`config.mk`:
```
export PLATFORM = sky130hd
export DESIGN_NAME = shift_result_stage_flat
export DESIGN_NICKNAME = d
export VERILOG_FILES = /design/src/rtl/alu_pkg.sv /design/src/rtl/shift_result_stage_if.sv /design/src/rtl/fifo2_reg.sv /design/src/rtl/shift_result_stage.sv /design/src/flat_wrapper.sv
export SDC_FILE = /design/constraint.sdc
export NUM_CORES = 1
export LEC_CHECK = 0
export CAP_MARGIN = 20
export CORE_ASPECT_RATIO = 1.25
export CORE_MARGIN = 5
export CORE_UTILIZATION = 40
export CTS_CLUSTER_DIAMETER = 50
export DETAILED_ROUTE_END_ITERATION = 8
export GPL_TIMING_DRIVEN = 0
export HOLD_SLACK_MARGIN = 0.1
export PLACE_DENSITY = 0.71
export SLEW_MARGIN = 20
export SYNTH_ARGS = -nofsm -noshare
export SYNTH_HDL_FRONTEND = slang
export SYNTH_SLANG_ARGS = --single-unit
```
`constraint.sdc`:
```
create_clock -name clk -period 3.4 [get_ports clk]
set_clock_uncertainty 0.15 [all_clocks]
set_input_delay 0.34 -clock clk [delete_from_list [all_inputs] [get_ports clk]]
set_output_delay 0.34 -clock clk [all_outputs]
set_load 0.02 [all_outputs]
```
`src/rtl/alu_pkg.sv`:
```
// rtl/alu_pkg.sv - shared ALU widths, shift selectors and result-entry types
package alu_pkg;

  localparam int DATA_W  = 32;
  localparam int SHAMT_W = 5;

  localparam logic SEL_SHL = 1'b0;
  localparam logic SEL_SAR = 1'b1;

  typedef struct packed {
    logic [DATA_W-1:0] result;
    logic              sel;
    logic              z;
    logic              n;
    logic              v;
  } shift_entry_t;

  typedef enum logic [1:0] {
    OCC_EMPTY = 2'd0,
    OCC_ONE   = 2'd1,
    OCC_FULL  = 2'd2
  } occ_t;

  // Flags are frozen into the entry at push time.
  function automatic shift_entry_t make_entry(input logic [DATA_W-1:0] result,
                                              input logic sel,
                                              input logic of);
    shift_entry_t e;
    e.result = result;
    e.sel    = sel;
    e.z      = (result == '0);
    e.n      = result[DATA_W-1];
    e.v      = of;
    return e;
  endfunction

endpackage

```
`src/rtl/shift_result_stage_if.sv`:
```
// rtl/shift_result_stage_if.sv - shifter-result handshake bundle between shifter, stage and consumer
interface shift_result_stage_if;
  import alu_pkg::*;

  logic              in_valid;
  logic              in_ready;
  logic [DATA_W-1:0] in_result;
  logic              in_of;
  logic              in_sel;
  logic              out_valid;
  logic              out_ready;
  logic [DATA_W-1:0] out_result;
  logic              out_sel;
  logic              out_z;
  logic              out_n;
  logic              out_v;

  modport master (
    output in_valid, in_result, in_of, in_sel, out_ready,
    input  in_ready, out_valid, out_result, out_sel, out_z, out_n, out_v
  );

  modport slave (
    input  in_valid, in_result, in_of, in_sel, out_ready,
    output in_ready, out_valid, out_result, out_sel, out_z, out_n, out_v
  );

endinterface

```
`src/rtl/fifo2_reg.sv`:
```
// rtl/fifo2_reg.sv - two-entry register FIFO, outputs and in_ready from registers only
module fifo2_reg
  import alu_pkg::*;
#(
  parameter int W = 36
) (
  input  logic         clk,
  input  logic         rst,
  input  logic         in_valid,
  output logic         in_ready,
  input  logic [W-1:0] in_data,
  output logic         out_valid,
  input  logic         out_ready,
  output logic [W-1:0] out_data
);

  occ_t         state, state_nxt;
  logic [W-1:0] head, tail;
  logic         push, pop;
  logic         load_head, load_tail, promote;

  assign in_ready  = (state != OCC_FULL);
  assign out_valid = (state != OCC_EMPTY);
  assign out_data  = head;
  assign push      = in_valid && in_ready;
  assign pop       = out_valid && out_ready;

  always_ff @(posedge clk or posedge rst) begin
    if (rst) state <= OCC_EMPTY;
    else     state <= state_nxt;
  end

  always_comb begin
    state_nxt = state;
    load_head = 1'b0;
    load_tail = 1'b0;
    promote   = 1'b0;
    case (state)
      OCC_EMPTY: begin
        if (push) begin
          state_nxt = OCC_ONE;
          load_head = 1'b1;
        end
      end
      OCC_ONE: begin
        // Push with pop replaces the head in place; occupancy stays one.
        if (push && pop) begin
          load_head = 1'b1;
        end else if (push) begin
          state_nxt = OCC_FULL;
          load_tail = 1'b1;
        end else if (pop) begin
          state_nxt = OCC_EMPTY;
        end
      end
      OCC_FULL: begin
        if (pop) begin
          state_nxt = OCC_ONE;
          promote   = 1'b1;
        end
      end
      default: state_nxt = OCC_EMPTY;
    endcase
  end

  always_ff @(posedge clk or posedge rst) begin
    if (rst) begin
      head <= '0;
      tail <= '0;
    end else begin
      if (load_head)    head <= in_data;
      else if (promote) head <= tail;
      if (load_tail)    tail <= in_data;
    end
  end

endmodule

```
`src/rtl/shift_result_stage.sv`:
```
// rtl/shift_result_stage.sv - registered shifter result buffer with flags, sticky overflow and event counter
module shift_result_stage
  import alu_pkg::*;
#(
  parameter int CNT_W = 16
) (
  input  logic                clk,
  input  logic                rst,
  shift_result_stage_if.slave bus,
  input  logic                clr_status,
  output logic                ovf_sticky,
  output logic [CNT_W-1:0]    ovf_count
);

  shift_entry_t entry_in, entry_out;
  logic         ovf_push;

  assign entry_in = make_entry(bus.in_result, bus.in_sel, bus.in_of);

  fifo2_reg #(.W($bits(shift_entry_t))) u_fifo (
    .clk       (clk),
    .rst       (rst),
    .in_valid  (bus.in_valid),
    .in_ready  (bus.in_ready),
    .in_data   (entry_in),
    .out_valid (bus.out_valid),
    .out_ready (bus.out_ready),
    .out_data  (entry_out)
  );

  assign bus.out_result = entry_out.result;
  assign bus.out_sel    = entry_out.sel;
  assign bus.out_z      = entry_out.z;
  assign bus.out_n      = entry_out.n;
  assign bus.out_v      = entry_out.v;

  assign ovf_push = bus.in_valid && bus.in_ready && bus.in_of;

  // A qualifying push beats a simultaneous clear: the new event is counted from one.
  always_ff @(posedge clk or posedge rst) begin
    if (rst) begin
      ovf_sticky <= 1'b0;
      ovf_count  <= '0;
    end else if (ovf_push) begin
      ovf_sticky <= 1'b1;
      if (clr_status)          ovf_count <= CNT_W'(1);
      else if (ovf_count != '1) ovf_count <= ovf_count + CNT_W'(1);
    end else if (clr_status) begin
      ovf_sticky <= 1'b0;
      ovf_count  <= '0;
    end
  end

endmodule
```
`src/flat_wrapper.sv`:
```
// flat-port wrapper written by rule: the top's interface ports become plain ports
module shift_result_stage_flat import alu_pkg::*;
#(
  parameter int CNT_W = 16
)
  (clk, rst, clr_status, ovf_sticky, ovf_count, bus_in_valid, bus_in_result, bus_in_of, bus_in_sel, bus_out_ready, bus_in_ready, bus_out_valid, bus_out_result, bus_out_sel, bus_out_z, bus_out_n, bus_out_v);
  shift_result_stage_if bus_i ();
  input  logic clk;
  input  logic rst;
  input  logic clr_status;
  output logic ovf_sticky;
  output logic [CNT_W-1:0] ovf_count;
  input wire logic [$bits(bus_i.in_valid)-1:0] bus_in_valid;
  input wire logic [$bits(bus_i.in_result)-1:0] bus_in_result;
  input wire logic [$bits(bus_i.in_of)-1:0] bus_in_of;
  input wire logic [$bits(bus_i.in_sel)-1:0] bus_in_sel;
  input wire logic [$bits(bus_i.out_ready)-1:0] bus_out_ready;
  output wire logic [$bits(bus_i.in_ready)-1:0] bus_in_ready;
  output wire logic [$bits(bus_i.out_valid)-1:0] bus_out_valid;
  output wire logic [$bits(bus_i.out_result)-1:0] bus_out_result;
  output wire logic [$bits(bus_i.out_sel)-1:0] bus_out_sel;
  output wire logic [$bits(bus_i.out_z)-1:0] bus_out_z;
  output wire logic [$bits(bus_i.out_n)-1:0] bus_out_n;
  output wire logic [$bits(bus_i.out_v)-1:0] bus_out_v;
  assign bus_i.in_valid = bus_in_valid;
  assign bus_i.in_result = bus_in_result;
  assign bus_i.in_of = bus_in_of;
  assign bus_i.in_sel = bus_in_sel;
  assign bus_i.out_ready = bus_out_ready;
  assign bus_in_ready = bus_i.in_ready;
  assign bus_out_valid = bus_i.out_valid;
  assign bus_out_result = bus_i.out_result;
  assign bus_out_sel = bus_i.out_sel;
  assign bus_out_z = bus_i.out_z;
  assign bus_out_n = bus_i.out_n;
  assign bus_out_v = bus_i.out_v;
  shift_result_stage #(.CNT_W(CNT_W)) u_core (.clk(clk), .rst(rst), .bus(bus_i), .clr_status(clr_status), .ovf_sticky(ovf_sticky), .ovf_count(ovf_count));
endmodule
```
Word level (Yosys, flattened, before mapping) --
Cells that the tools add are included.
Operators by class: order comparisons 0, multiplexer cells 21, multiply operators 0, bitwise gates (word level) 0, shifts and indexed selects 0, $add $sub $neg 1, equal/unequal tests 8, reduce and logical (&&, ||, !) cells 12, divide/modulo/power cells 0
Operators with widths (count):
- 36-bit two-way mux | 2
- 16-bit two-way mux | 4
- 32-bit logical NOT | 1
- 16-bit by 1-bit adder with 16-bit output, second input constant | 1
- 16-bit != test, second input constant | 1
- 2-bit two-way mux | 5
- 1-bit two-way mux | 8
- 2-bit != test, second input constant | 4
- 2-bit nonzero test | 4
- 2-bit one-hot mux with 3 select lines | 1
- 1-bit logical AND | 4
- 4-bit AND reduction | 1
- 3-bit != test, second input constant | 1
- 2-bit by 1-bit == test with 1-bit output, second input constant | 1
- 2-bit == test, second input constant | 1
- 2-bit logical NOT | 1
- 1-bit one-hot mux with 2 select lines | 1
- 2-bit AND reduction | 1
Storage, ports and cells: memory bits (read-only) 0, bits in latches 0, bits of input ports 39, memory bits (writable) 0, memories kept 0, bits in registers 91, logic and storage cells 47, output and inout port bits 55

Logic depth before layout (Yosys ltp) --
word-level depth 6, gate-level depth with buffers 6, gate-level depth less buffers 5

Modules after synthesis --
A second synthesis with hierarchy kept.
Second synthesis, totals: cell total of the unflattened synthesis 328, area, all modules 4242.8 um^2
By module, submodules not included:
- fifo2_reg | area an instance 3209.3 um^2, sequential area each 1851.8 um^2, cells each 212, times used 1
- shift_result_stage | area an instance 1033.5 um^2, sequential area each 425.4 um^2, cells each 116, times used 1

Worst setup path after synthesis --
No wires, ideal clock.
path type register -> register, start reg u_core.ovf_count[0], end reg u_core.ovf_count[4], path buffers 1, clock period less this slack 2.091 ns, setup time 0.125 ns, cell stages (with the launch flop) 7, required time 3.125 ns, arrival time 1.816 ns, slack 1.309 ns, cell sequence dfrtp_1 ha_1 nand3_2 nor4b_4 buf_6 a211oi_2 mux2_4
Between the ends: cells in the longest elaborated chain, start to end 4, elaborated cells between the ends (all ways) 7, those cells by class add/sub: 1; eq/ne: 1; mux: 3; reduce/logical: 2
RTL lines:
- start: declaration | line shift_result_stage.sv:12 | output logic [CNT_W-1:0] ovf_count
- start signal: assignment | line shift_result_stage.sv:47 | else if (ovf_count != '1) ovf_count <= ovf_count + CNT_W'(1);
- 16-bit by 1-bit adder with 16-bit output | line shift_result_stage.sv:47
- 16-bit two-way mux | line shift_result_stage.sv:47
- 16-bit two-way mux | line shift_result_stage.sv:46 | if (clr_status) ovf_count <= CNT_W'(1);
- 16-bit two-way mux | line shift_result_stage.sv:44 | end else if (ovf_push) begin
Several ways; a longest one is shown, not always the timed one. The select of a mux whose other input is x is not followed. A chain may end at the register's enable or synchronous reset.

Worst setup path in the final report --
start reg u_core.u_fifo.state[1], end out bus_in_ready
Between the ends: cells in the longest elaborated chain, start to end 1
RTL lines:
- start: declaration | line fifo2_reg.sv:17 | occ_t state, state_nxt;
- start signal: assignment | line fifo2_reg.sv:30 | else state <= state_nxt;
- 2-bit != test | line fifo2_reg.sv:22 | assign in_ready = (state != OCC_FULL);
- end: declaration | line flat_wrapper.sv:18 | output wire logic [$bits(bus_i.in_ready)-1:0] bus_in_ready;
Every way passes these cells.

==> impl_summary.txt <==
----------------------------------------------------
[Run status]
  Status ... completed

[Worst setup path]
  Number of cell instances on the worst register-to-register path ... 6
  Critical path class ... flop to output pin
  Reg2reg start ... u_core.ovf_count[0]
  Worst Setup Start Kind ... flop
  Required time at the endpoint of the critical path ... 2.91 ns
  Data arrival at the endpoint of the critical path ... approximately 1.7 ns
  Critical Path End Type ... output pin
  Crit Path Max Fanout ... 9
  Setup slack of the worst register-to-register path ... roughly 1.3 ns
  Critical R2R Capture ... u_core.ovf_count[4]

[Global route]
  Overall routing resource usage ... 0.163
  Vias in the first global route ... roughly 3.3k
  Pin count of the biggest net entering global routing ... 57
  First-pass GRT wire length ... 16,600 µm
  Congestion Overflow GR ... 0
  Initial antenna violation count ... 0

[Cells and area]
  Synth-to-layout area growth ... 34.4%
  Diodes inserted ... 0
  Finished Core Util ... 0.554
  Layout Nets ... 507
  Proportion of layout cells with a drive suffix above 1 ... 0.183

[Timing]
  Setup slack of the critical path after layout ... approximately 1.2 ns
  Tmin final ... 2.18 ns
  Hold Worst Slack ... 0.225 ns
  Final number of hold-violating endpoints ... 0
  Pin slew with the least headroom to its limit ... 0.502 ns
  Setup-violating endpoint count in the final report ... 0
  Max_slew headroom ... 0.665
  Crit share post-route ... 0.641
  Maximum operating frequency ... 459 MHz
  Setup repair after global routing missed its margin ... false
  Max-slew violations ... 0

[Yosys]
  Share of flip-flops with an asynchronous set or reset after synthesis ... 1.00
  Most frequently used flop master after synthesis ... dfrtp_1
  Gate count of the mapped netlist ... 362
  Largest area contributor in the synthesized netlist ... dfrtp_1
  Most used standard cell by instance count after synthesis ... dfrtp_1
  Fraction of synthesized cell area taken by the top area cell type ... 0.532
  Netlist cell types ... 51
  Post-synth design cell area ... 0.00419 mm²
  Commonest cells post-synth ... dfrtp_1 (89), nand2_1 (42), mux2_2 (40)
  Post-synthesis area per instance ... 11.6 µm²
  Part of the Yosys area used for sequential elements ... 0.532
  Number of flip-flops and latches in the synthesized netlist ... 89
  Top area cells in the synthesized netlist ... dfrtp_1 (53%), mux2_2 (11%), mux2i_1 (8.6%), o21ai_0 (4.4%), nand2_1 (3.8%)
  Post-synth net total ... 402
  Number of synthesized flops with an enable pin ... 0
  Number of warnings reported in the yosys synthesis log ... 0

[Power]
  Power per standard cell area ... 664 mW/mm²
  Worst vdd rail ir drop ... 0.466 mV
  Post-layout power ... 0.00374 W
  Leak Pwr ... 2.52 nW

[Die]
  Core Rows ... 41
  I/O Pins ... 94
  Vertical die dimension ... roughly 120 µm
  Initial Util ... 0.412
  Core area ... 0.0102 mm²
  Overall die width ... slightly above 100 µm
  Die area ... between 0.01 and 0.015 mm²

[Min path]
  Class of the worst hold path ... input pin to async pin

[Placed design]
  Final RePlAce weighted congestion ... roughly 0.81
  Total of buffers placed on input and output ports ... 93
  Hpwl dp ... 7260 µm
  Setup Slack @ Placement ... between 0.9 and 1 ns

[Clocking]
  Sinks on Clock Net ... 89
  CTS Hold Buffers Added ... 0
  TritonCTS clock tree ... built
  Inserted Clock Buffers ... 9
  Clock insertion delay at the later pin of the skew report ... 0.33 ns
  Clock transition time at the flip-flop clock pins of the worst setup and hold paths ... 0.06 ns
  CTS root buf ... clkbuf_16
  Number of cells upsized or downsized after cts ... 0
  Post-CTS setup repair buffer count ... 0
  Buffer levels on the longest clock path ... 2
  H-tree levels ... 3

[Drt]
  Violation count after the first detailed-route iteration ... 83
  Antenna Violating Nets Remaining ... 0
  Vias after detailed routing ... about 3.2k
  Drt first pass iters ... 4
  WL per Instance ... 16.9 µm
  Vias per std cell ... 5.34
  Number of design rule violations left after detail routing ... 0
  Final WL ... 10,100 µm

[Flow run]
  # Max-Cap Violations ... 0

----------------------------------------------------
cells in the final DEF (no fill, tap or decap), drive strengths merged, types with 2 or more instances in the layout:
| cell type | n |
|---|---|
| clkinv | 4 |
| dfrtp | 89 |
| and3 | 2 |
| o21ai | 38 |
| mux2i | 36 |
| o311ai | 2 |
| nand3 | 8 |
| mux2 | 44 |
| nand2 | 43 |
| nor2 | 12 |
| a211o | 2 |
| bufinv | 2 |
| nand4 | 5 |
| clkdlybuf4s50 | 93 |
| a211oi | 7 |
| and4 | 2 |
| or2 | 2 |
| buf | 13 |
| a21oi | 2 |
| clkbuf | 19 |
| a31oi | 2 |
| a21o | 2 |
| nor2b | 11 |
| nor4 | 8 |
| and2 | 3 |
| inv | 3 |
| o21bai | 2 |
cell families (layout without fill, tap and decap cells):
family	after synthesis	count (layout)	share of synthesized area
AOI/OAI and AO/OA	61	61	0.0935
xor gates and xnor gates	1	1	0.00209
adders and majority gates	1	1	0.00299
buffers and inverters	26	135	0.0299
DFF	89	89	0.532
muxes	80	80	0.208
and+or+nand+nor	104	104	0.132
metrics by stage:
step                cell area [µm²]  instances  setup TNS (ns)
finish                         5630        600               0
global route                   5630        600               0
CTS                            5630        600               0
detailed placement             5310        585               0
global placement               5280        584          -68.59
floorplan                      4190        362               0
power breakdown:
part	internal, W	switching, W
combinational	0.000575	0.000508
clock	0.000644	0.000415
sequential	0.00140	0.000194
total	0.00262	0.00112
sequential cells by signal, summed over array words and instances (netlist names):
register                count
u_core.ovf_count           16
u_core.ovf_sticky           1
u_core.u_fifo.out_data     35
u_core.u_fifo.state         2
u_core.u_fifo.tail         35
critical path, stage by stage (launching register included):
cell             delay, ns
dfrtp_1               0.43
nand2b_1              0.09
buf_2                 0.21
clkdlybuf4s50_1       0.64
cell type report:
type                            count  area, µm²
Inverter                            4       17.5
Buffer                             22        110
Timing Repair Buffer               94        958
Sequential cell                    89       2230
Tap cell                          129        161
Clock inverter                      6       93.8
Fill cell                         896       4530
Clock buffer                        9        225
Multi-Input combinational cell    247       1840
how the worst max path moves through the flow:
stage                                 startpoint                    endpoint  slack [ns]  cells after the start
after floorplan                              rst         u_core.ovf_count[0]        0.60                      1
after global placement                       rst  u_core.u_fifo.out_data[13]       -0.78                      2
after detailed placement           bus_out_ready      u_core.u_fifo.tail[18]        0.94                      6
after CTS                 u_core.u_fifo.state[1]                bus_in_ready        1.22                      3
after global routing         u_core.ovf_count[0]        u_core.ovf_count[15]        1.14                      6
final                     u_core.u_fifo.state[1]                bus_in_ready        1.22                      3
layer usage:
metal / vias up / routed length, µm / track usage
met4: 0 / 95 / 0.0438
met3: 8 / 695 / 0.0476
met2: 101 / 4970 / 0.257
met5: - / 0 / 0
li1: 1499 / - / -
met1: 1593 / 4390 / 0.218
Power figures use the tool's default switching activity.
